[config.mk]
export PLATFORM = sky130hd
export DESIGN_NAME = sistema_rega
export DESIGN_NICKNAME = d
export VERILOG_FILES = /design/src/rtl/sistema_rega.sv
export SDC_FILE = /design/constraint.sdc
export NUM_CORES = 1
export LEC_CHECK = 0
export ABC_AREA = 1
export CAP_MARGIN = 40
export CORE_MARGIN = 10
export CORE_UTILIZATION = 44
export CTS_CLUSTER_DIAMETER = 60
export DETAILED_ROUTE_END_ITERATION = 8
export PLACE_DENSITY_LB_ADDON = 0.25
export SLEW_MARGIN = 0
export SYNTH_ARGS = -nofsm -noshare
export SYNTH_HDL_FRONTEND = slang
export SYNTH_SLANG_ARGS = --single-unit
[constraint.sdc]
create_clock -name clock -period 1.7 [get_ports clock]
set_clock_uncertainty 0.05 [all_clocks]
set_input_delay 0.425 -clock clock [delete_from_list [all_inputs] [get_ports clock]]
set_output_delay 0.425 -clock clock [all_outputs]
set_load 0.02 [all_outputs]
[src/rtl/sistema_rega.sv]
// Irrigation controller: tank fill / sprinkler / drip / drain FSM with 7-seg and 5x7 matrix status.
// Latency: one clock from input change to new state and Moore outputs; display rows/segments follow inputs combinationally.
// Backpressure: none, free-running status outputs driven from static sensor levels.
module sistema_rega #(
    parameter int SCAN_DIV = 1000
) (
    input  logic       clock,
    input  logic       reset,
    input  logic       H,
    input  logic       M,
    input  logic       L,
    input  logic       T,
    input  logic       Us,
    input  logic       Ua,
    output logic       Bs,
    output logic       Ag,
    output logic       Ve,
    output logic       Vs,
    output logic       Al,
    output logic       E,
    output logic       working,
    output logic       led,
    output logic       segA,
    output logic       segB,
    output logic       segC,
    output logic       segD,
    output logic       segE,
    output logic       segF,
    output logic       segG,
    output logic [3:0] seven_seg_digit,
    output logic [4:0] column,
    output logic [6:0] lines
);

    typedef enum logic [2:0] {
        FILLING   = 3'd0,
        FULL_BOX  = 3'd1,
        SPRINKLER = 3'd2,
        DRIP      = 3'd3,
        CLEANING  = 3'd4,
        ERROR     = 3'd5
    } state_t;

    localparam int CW = (SCAN_DIV > 1) ? $clog2(SCAN_DIV) : 1;
    localparam logic [CW-1:0] CNT_MAX = CW'(SCAN_DIV - 1);

    state_t        state;
    state_t        state_nxt;
    logic [2:0]    code;
    logic          code_valid;
    logic [1:0]    level;
    logic          req;
    logic          show_err;
    logic [6:0]    seg;
    logic [CW-1:0] scan_cnt;

    assign code = {H, M, L};
    assign req  = ~Us & Ua;

    // One-hot-or-zero sensor code maps to a level 0..3; anything else is a sensor fault.
    always_comb begin
        code_valid = 1'b1;
        level      = 2'd0;
        case (code)
            3'b000:  level = 2'd0;
            3'b001:  level = 2'd1;
            3'b010:  level = 2'd2;
            3'b100:  level = 2'd3;
            default: code_valid = 1'b0;
        endcase
    end

    always_ff @(posedge clock) begin
        if (reset) begin
            state <= FILLING;
        end else begin
            state <= state_nxt;
        end
    end

    always_comb begin
        state_nxt = state;
        if (!code_valid) begin
            state_nxt = ERROR;
        end else begin
            case (state)
                FILLING: begin
                    if (H) state_nxt = FULL_BOX;
                end
                FULL_BOX: begin
                    if (req) state_nxt = T ? SPRINKLER : DRIP;
                end
                SPRINKLER, DRIP: begin
                    if (L || !req) state_nxt = CLEANING;
                end
                CLEANING: begin
                    if (code == 3'b000) state_nxt = FILLING;
                end
                ERROR:   state_nxt = FILLING;
                default: state_nxt = FILLING;
            endcase
        end
    end

    always_comb begin
        Bs      = 1'b0;
        Ag      = 1'b0;
        Ve      = 1'b0;
        Vs      = 1'b0;
        Al      = 1'b0;
        E       = 1'b0;
        working = 1'b0;
        led     = 1'b0;
        case (state)
            FILLING:   Ve = 1'b1;
            FULL_BOX:  led = 1'b1;
            SPRINKLER: begin
                Bs      = 1'b1;
                working = 1'b1;
            end
            DRIP: begin
                Ag      = 1'b1;
                working = 1'b1;
            end
            CLEANING:  Vs = 1'b1;
            ERROR: begin
                E  = 1'b1;
                Al = 1'b1;
            end
            default: ;
        endcase
    end

    // A fault code shows the error glyph and full matrix even before the FSM lands in ERROR.
    assign show_err = (state == ERROR) || !code_valid;

    always_comb begin
        seg = 7'b1111111;
        if (show_err) begin
            seg = 7'b0110000;
        end else begin
            case (level)
                2'd0: seg = 7'b0000001;
                2'd1: seg = 7'b1001111;
                2'd2: seg = 7'b0010010;
                2'd3: seg = 7'b0000110;
                default: seg = 7'b1111111;
            endcase
        end
    end

    assign {segA, segB, segC, segD, segE, segF, segG} = seg;
    assign seven_seg_digit = 4'b1110;

    // lines[0] is the bottom row; a lit row is driven low.
    always_comb begin
        lines = 7'b1111111;
        if (show_err) begin
            lines = 7'b0000000;
        end else begin
            case (level)
                2'd0: lines = 7'b1111111;
                2'd1: lines = 7'b1111100;
                2'd2: lines = 7'b1110000;
                2'd3: lines = 7'b0000000;
                default: lines = 7'b1111111;
            endcase
        end
    end

    always_ff @(posedge clock) begin
        if (reset) begin
            scan_cnt <= '0;
            column   <= 5'b00001;
        end else if (scan_cnt == CNT_MAX) begin
            scan_cnt <= '0;
            column   <= {column[3:0], column[4]};
        end else begin
            scan_cnt <= scan_cnt + CW'(1);
        end
    end

endmodule

Word level (Yosys, flattened, before mapping)
Index checks and enable logic that the tools add are counted.
W data, S select, Z words.
{ "totals": {"reg_bits": 18, "in_bits": 8, "out_inout_bits": 31, "word_cells": 61} }
{ "op_classes": {"addsub": 1, "n_eq_ne": 20, "mux": 20, "n_bitwise": 3, "n_reduce_logical": 13} }
{ "ops": {"columns": ["operator", "count"], "rows": [
  ["$pmux W7 S4", 2],
  ["$mux W3", 5],
  ["$mux W7", 2],
  ["$pmux W3 S4", 1],
  ["$add A10 B1 Y10 const B", 1],
  ["$eq A10 B10 Y1 const B", 1],
  ["$eq A3 B2 Y1 const B", 3],
  ["$eq A3 B3 Y1 const B", 3],
  ["$mux W1", 9],
  ["$ne A3 B3 Y1 const B", 3],
  ["$reduce_and A4 Y1", 2],
  ["$eq A3 B1 Y1 const B", 2],
  ["$logic_not A3 Y1", 2],
  ["$ne A2 B2 Y1 const B", 3],
  ["$pmux W2 S3", 1],
  ["$reduce_or A2 Y1", 3],
  ["$eq A2 B2 Y1 const B", 2],
  ["$reduce_or A4 Y1", 1],
  ["$ne A3 B2 Y1 const B", 1],
  ["$eq A2 B1 Y1 const B", 1],
  ["$logic_not A1 Y1", 2],
  ["$logic_not A2 Y1", 1],
  ["$logic_or A1 B1 Y1", 2],
  ["$ne A2 B1 Y1 const B", 1],
  ["other kinds (2)", 3]
]} }

Longest topological paths before layout
Gate-level depths: netlist of the first run.
{ "depth": {"ltp_word": 7, "depth_mapped": 9, "mapped_depth_nobuf": 9} }

Least setup slack after synthesis of the first run
Ideal clock, no wire load.
{ "synth_path": {"path_kind": "input to output", "start": "input L", "end": "output lines[2]", "arrival_ns": 1.451, "required_time_ns": 1.225, "slack_ns": -0.226, "path_stages": 6, "n_path_buf": 1, "path_cell_list": "inv_2 nand2_2 nor2_2 inv_1 a21oi_1 buf_4"} }
{ "synth_via": {"elab_chain_cells": 6, "elab_cells_between_ends": 15, "cone_classes": "eq/ne: 6; mux: 4; reduce/logical: 5"} }
{ "synth_lines": {"columns": ["item", "line_no", "text"], "rows": [
  ["start: declaration", "11", "input logic L,"],
  ["branches (longest 5 deep; another with $pmux W7 S4)", null, null],
  ["$mux W7 (*)", "158", "if (show_err) begin"],
  ["end: declaration", "32", "output logic [6:0] lines"]
]} }
Every way passes the cells marked *.

Worst setup path after layout of the first run
{ "layout_path": {"start": "input M", "end": "output segF"} }
{ "layout_via": {"elab_chain_cells": 6, "elab_cells_between_ends": 15, "cone_classes": "eq/ne: 6; mux: 4; reduce/logical: 5"} }
{ "layout_lines": {"columns": ["item", "line_no", "text"], "rows": [
  ["start: declaration", "10", "input logic M,"],
  ["branches (longest 5 deep; another with $pmux W7 S4)", null, null],
  ["$mux W7 (*)", "139", "if (show_err) begin"],
  ["end: declaration", "28", "output logic segF,"]
]} }
Every way passes the cells marked *. The select of a mux whose other input is x is not followed.

==> summary.md, run 1 <==
| Metric | Value |
|---|---|
| Status | finished, violations left |
| Failing checks | setup timing |
| Largest area contributor in the netlist | dfxtp_1 |
| Area of all placed cells without fillers | about 0.0018 mm2 |
| Post-CTS Hold Fix Bufs | 0 |
| Vias in the first global route | 1234 |
| Pin count of the biggest net entering global routing | 10 |
| Count of cell types in the netlist | 25 |
| Synth area leaders | dfxtp_1 (33%), nor2_1 (8.5%), buf_4 (7.5%), inv_1 (7.1%), nand2_1 (5.4%) |
| Tmin final | 1.82 ns |
| Main flop type after synthesis | dfxtp_1 |
| Placer Congestion | between 0.8 and 0.9 |
| Max clock buf depth | 2 |
| Reg-to-Reg End | column[2] |
| Clk pin slew, worst setup/hold paths | 0.09 ns |
| Fmax | 550 MHz |
| Crit path cell chain | buf_6 -> inv_4 -> nand3_2 -> nand3_2 -> inv_2 -> buf_4 -> nor3_2 -> buf_4 |
| Fill cell count | slightly below 200 |
| I/O pins | 39 |
| Area post-placement | approximately 0.0016 mm2 |
| Worst min path class | reg -> reg |
| Period utilization | 107% |
| Die outline height | 70.1 um |
| Die Area | 0.00492 mm2 |
| Cell row count | 18 |
| Crit path required time | 1.22 ns |
| HPWL after detailed placement | 2540 um |
| Via count | 1215 |
| Final setup violation count | 14 |
| Final TNS setup | -0.935 ns |
| Number of I/O port buffers | 34 |
| CP max stage delay | 0.19 ns |
| Startpoint Class | input pin |
| Hold EP | column[2] |
| GR Overflow Total | 0 |
| Syn Inst Count | 163 |
| Area of the core | 0.00243 mm2 |
| Wire per inst | around 13 um |
| Register-to-Register Path Depth | 6 |
| Crit path arrival time | 1.34 ns |
| H-tree levels | 1 |
| Worst-skew pair later-pin latency | 0.29 ns |
| First drt pass iteration count | 4 |
| Final core utilization | approximately 73% |
| R2R setup slack | 0.25 ns |
| Dpl ws | -0.952 ns |
| RSZ-0062 raised after global routing | true |
| # nets final | 235 |
| VDD IR max | 0.536 mV |
| Hold Vio Cnt, Final | 0 |
| CP max FO | 3 |
| DRC violations left | 0 |
| TritonCTS Sinks | 18 |
| Slew Viols, Final | 0 |
| CTS tree | built |
| Flops & latches, synth | 18 |
| Vias per Instance | between 4 and 5 |
| Layout cells sized above 1 | 47.8% |
| CTS Buf Count | 3 |
| CP Class | in -> out |
| Die width | 70.1 um |
| Detailed Route WL | 3290 um |
| P per Cell Area | 619 mW/mm2 |
| Fin worst setup slack | -0.117 ns |
| Syn_area_per_cell | 6.78 um2 |
| # diodes | 0 |
| Max-cap viol count | 0 |
| Critical-path top delay cell | nor3_2 |
| Worst reg2reg startpoint | scan_cnt[0] |
| Drt initial violations | 59 |
| GRT Total Usage | 13.0% |
| Cell Area, Synth | 0.00110 mm2 |
| Post-synth ARST share | 0% |
| Initial Util | 45.4% |
| First-pass GRT wire length | 5550 um |
| Number of flops mapped to enable cells by yosys | 0 |
| P_leak | 0.840 nW |
| Fin Hold WS | 0.414 ns |
| CP Capture Type | output port |
| Hold path depth | 2 |
| Initial antenna violation count | 0 |
| Area Overhead vs Synth | 61.2% |
| Seq/Total Area, Yosys | 32.6% |
| YS warnings | 0 |
| Post-route antenna net violation count | 0 |
| Worst Min Path Start | column[2] |
| Root buf cell | clkbuf_4 |
| Top-area cell type share of the netlist area | 32.6% |
routing by layer:
| metal | GRT usage [%] | vias to the layer above | part of all wire (%) |
|---|---|---|---|
| met2 | 24.1 | 33 | 53 |
| li1 | - | 620 | - |
| met5 | 0 | - | 0 |
| met3 | 3.67 | 7 | 6.0 |
| met4 | 3.29 | 0 | 1.5 |
| met1 | 13.9 | 555 | 39 |
Yosys cell counts, types with 2 or more instances:
cell and instances:
a21oi_1 10, buf_4 11, conb_1 2, dfxtp_1 18, inv_1 21, inv_2 12, nand2_1 16, nand2_2 4
nand3_1 8, nand3_2 4, nor2_1 25, nor2_2 3, nor2_4 2, nor3_1 8, nor3b_1 2, o21ai_0 7
xor2_1 2
logic make-up after synthesis:
family	after synthesis	synth area share, %
AOI/OAI and AO/OA	19	8.95
xor gates and xnor gates	2	1.59
adders and majority gates	1	1.13
buffers and inverters	44	18.7
DFF	18	32.6
other	2	0.680
and+or+nand+nor	77	36.4
flip-flops by register name (all words and copies together), names as in the netlist:
name and cells:
column 5, state 3, scan_cnt 10
metrics by stage:
step / total power, mW / cells
detailed placement: 0.844 / 245
finish: 1.10 / 254
global route: 1.15 / 254
floorplan: 0.672 / 165
global placement: 0.836 / 245
CTS: 1.06 / 253
worst max-delay path: cells and delay by family:
| kind | cells | cell delay [ns] |
|---|---|---|
| buffers and inverters | 5 | 0.54 |
| AND/OR/NAND/NOR | 3 | 0.38 |
cell type report:
cell class | count | area [um2] | area share (%)
well taps | 30 | 37.5 | 2.11
repair buffers | 67 | 594 | 33.4
inverters | 33 | 131 | 7.38
multi-input cells | 103 | 631 | 35.4
flip-flops and latches | 18 | 364 | 20.4
clock buffers | 3 | 22.5 | 1.26
timing repair:
| item | CTS | global route |
|---|---|---|
| gates resized for setup | 145 | 29 |
| pin swaps | 6 | 4 |
| setup buffers | 5 | 2 |
| endpoints found under the setup margin | 27 | 20 |
placed cells by master (no fill, tap or decap), types with 7 or more instances in the layout:
master / n
a21oi_1: 9
buf_4: 33
buf_6: 22
dfxtp_1: 15
inv_1: 18
inv_2: 12
nand2_1: 15
nor2_1: 20
nor3_1: 7
power breakdown:
part / internal (mW) / switching [mW] / total [mW]
Clock: 0.0826 / 0.122 / 0.204
Sequential: 0.435 / 0.00995 / 0.445
Combinational: 0.216 / 0.237 / 0.453
how the worst max path moves through the flow:
stage,cells after the start,startpoint,slack (ns),to
6_report,8,M,-0.12,segF
5_1_grt,8,H,-0.15,segF
4_1_cts,5,state[0],-0.07,lines[1]
3_5_place_dp,8,H,-0.95,segF
3_3_place_gp,9,H,-0.89,lines[4]
2_1_floorplan,6,L,-0.09,lines[2]
Power figures use the tool's default switching activity.
==> run 2, diff against run 1 <==
--- a/config.mk
+++ b/config.mk
@@ -8,7 +8,7 @@
 export ABC_AREA = 1
 export CAP_MARGIN = 40
 export CORE_MARGIN = 10
-export CORE_UTILIZATION = 44
+export CORE_UTILIZATION = 40
 export CTS_CLUSTER_DIAMETER = 60
 export DETAILED_ROUTE_END_ITERATION = 8
 export PLACE_DENSITY_LB_ADDON = 0.25
==> constraint.sdc (replaced) <==
create_clock -name clock -period 1.5 [get_ports clock]
set_clock_uncertainty 0.05 [all_clocks]
set_input_delay 0.375 -clock clock [delete_from_list [all_inputs] [get_ports clock]]
set_output_delay 0.375 -clock clock [all_outputs]
set_load 0.02 [all_outputs]
==> run 2 against run 1 <==
Effect of this change:
- the run still ends with setup timing left
- non-clock buffer count up 9
- sequential power up 13%
- via count up 5.0%
- flip-flop and latch count unchanged
- routed wire length up 11%
- setup slack worse by 0.15 ns
- combinational power up 25%
- power up 25%
- die area up 7.1%
- core utilization up 1.2 points
- global-route usage down 0.48 points
- critical path type is now reg -> out
- largest cell class unchanged
- highest routed layer unchanged
==> summary.md, run 2 (same netlist as run 1, synthesis figures left out) <==
| Metric | Value |
|---|---|
| Die outline height | 72.6 um |
| Delay-heaviest family, CP | buffers and inverters |
| Cell row count | 18 |
| Area post-placement | 0.00163 mm2 |
| Top Registers | scan_cnt x10, column x5, state x3 |
| DP Cell Count | 245 |
| Initial antenna violation count | 0 |
| Status | finished, violations left |
| Die width | about 73 um |
| Number of flip-flops under the largest register name | 10 |
| TritonCTS Sinks | 18 |
| I/O pins | 39 |
| Sw power | 0.461 mW |
| CP Class | reg -> out |
| DRC violations left | 0 |
| Clk pin slew, worst setup/hold paths | 0.10 ns |
| Critical-path top delay cell | dfxtp_2 |
| Root buf cell | clkbuf_4 |
| Area of all placed cells without fillers | 0.00189 mm2 |
| Post-route insts no fill | 264 |
| Via count | 1276 |
| Commonest non-fill, non-tap cell in the layout | buf_4 |
| Logic pwr share | 41.2% |
| H-tree levels | 1 |
| CP max stage delay | 0.36 ns |
| VDD IR max | 0.696 mV |
| Detailed Route WL | 3660 um |
| CP Capture Type | output port |
| Fmax | 565 MHz |
| Internal power | 0.914 mW |
| Fin worst setup slack | -0.271 ns |
| Final setup violation count | 22 |
| Layout cells sized above 1 | 53.0% |
| Hold Vio Cnt, Final | 0 |
| HPWL after detailed placement | 2550 um |
| Placer Congestion | 0.888 |
| Area Overhead vs Synth | 71.3% |
| Area of the core | around 0.0025 mm2 |
| Initial Util | 43.4% |
| RSZ-0062 raised after global routing | true |
| Die Area | 0.00526 mm2 |
| Worst-skew pair later-pin latency | roughly 0.3 ns |
| Period utilization | 118% |
| CTS tree | built |
| Crit path arrival time | 1.35 ns |
| GR Overflow Total | 0 |
| Fill cell count | 193 |
| Slew Viols, Final | 0 |
| Cell mode on critical path | buf_6 |
| Area occupied by multi-input gates | 668 um2 |
| Clock power frac | 22.1% |
| Post-CTS Hold Fix Bufs | 0 |
| Startpoint Class | register |
| Most frequent cells in the layout | buf_4 (38), buf_6 (22), nor2_1 (19) |
| Storage cell area | approximately 370 um2 |
| Wire per inst | 13.9 um |
| CP max FO | 3 |
| Crit path cell chain | inv_2 -> nor3_4 -> buf_6 -> nor2_4 -> buf_6 -> nand2_2 -> buf_6 |
| P_leak | 0.898 nW |
| GRT Total Usage | approximately an eighth |
| Vias per Instance | 4.83 |
| Switching Share | 33.5% |
| Post-route antenna net violation count | 0 |
| Max-cap viol count | 0 |
| Seq pwr share | 36.7% |
| Drt initial violations | 86 |
| Max clock buf depth | 2 |
| CTS Buf Count | 3 |
| Tmin final | 1.77 ns |
| Worst min path class | reg -> reg |
| Pin count of the biggest net entering global routing | 11 |
| Vias in the first global route | roughly 1200 |
| # nets final | 244 |
| Top reg by flops | scan_cnt |
| # diodes | 0 |
| First drt pass iteration count | 4 |
| Failing checks | setup timing |
| P per Cell Area | 726 mW/mm2 |
| First-pass GRT wire length | around 5500 um |
| Crit path required time | 1.07 ns |
| CP bufs+invs | 4 |
| Number of I/O port buffers | 34 |
## run 2: cell count changes in the layout (fill, tap and decap cells not counted), sizes merged
cell / delta
buf: +9
clkbuf: +1
## run 2: layout make-up
class	count	area share, %
clock buffers	4	1.92
inverters	33	6.94
multi-input cells	103	35.3
flip-flops and latches	18	19.4
well taps	30	1.98
repair buffers	76	34.4
## run 2: power groups by stage
stage               logic (mW)  clock network, mW  registers, mW
floorplan                0.253                  0          0.515
global route             0.606              0.321          0.506
finish                   0.567              0.304          0.504
CTS                      0.497              0.304          0.503
detailed placement       0.447                  0          0.513
global placement         0.441                  0          0.513
## run 2: path summary, 6_finish.rpt
check | slack (ns) | depth (start not counted) | startpoint | endpoint
setup reg to reg | 0 | 12 | state[0] | state[0]
hold reg to reg | 0.37 | 1 | scan_cnt[0] | scan_cnt[0]
setup / recovery | -0.27 | 7 | state[0] | segC
hold / removal | 0.37 | 1 | scan_cnt[0] | scan_cnt[0]
## run 2: timing repair
item	4_1_cts	5_1_grt
gates resized for setup	156	25
endpoints found under the setup margin	28	31
setup buffers	9	9
pin swaps	14	11
## run 2: routing by layer
layer  track usage, %  vias to the layer above  part of all wire, %
met5                0                        -                    0
li1                 -                      636                    -
met1             12.7                      590                   40
met3             2.99                        8                  6.0
met2             22.9                       42                   51
met4             6.54                        0                  2.8
## run 2: metrics by stage
step / hold WS, ns / setup WS [ns] / setup TNS, ns / power [mW] / utilization [%]
after CTS: 0.418 / -0.246 / -3.42 / 1.30 / 69.1
after global routing: 0.392 / -0.311 / -5.10 / 1.43 / 74.4
after global placement: 0.379 / -0.986 / -15.28 / 0.954 / 64.0
final: 0.372 / -0.271 / -4.23 / 1.38 / 74.4
after detailed placement: 0.399 / -1.06 / -16.21 / 0.960 / 64.0
after floorplan: 0.368 / -0.189 / -1.28 / 0.768 / -
## run 2: worst register-to-register path, delay by kind of cell (launching register included)
| kind | cells | cell delay, ns |
|---|---|---|
| buf+inv | 5 | 0.58 |
| flops | 1 | 0.34 |
| simple gates | 7 | 0.43 |
==> run 3, diff against run 2 <==
--- a/config.mk
+++ b/config.mk
@@ -11,6 +11,7 @@
 export CORE_UTILIZATION = 40
 export CTS_CLUSTER_DIAMETER = 60
 export DETAILED_ROUTE_END_ITERATION = 8
+export GPL_ROUTABILITY_DRIVEN = 0
 export PLACE_DENSITY_LB_ADDON = 0.25
 export SLEW_MARGIN = 0
 export SYNTH_ARGS = -nofsm -noshare
==> results of run 3 <==
No change in the layout: final DEF, timing and power equal those of run 2.
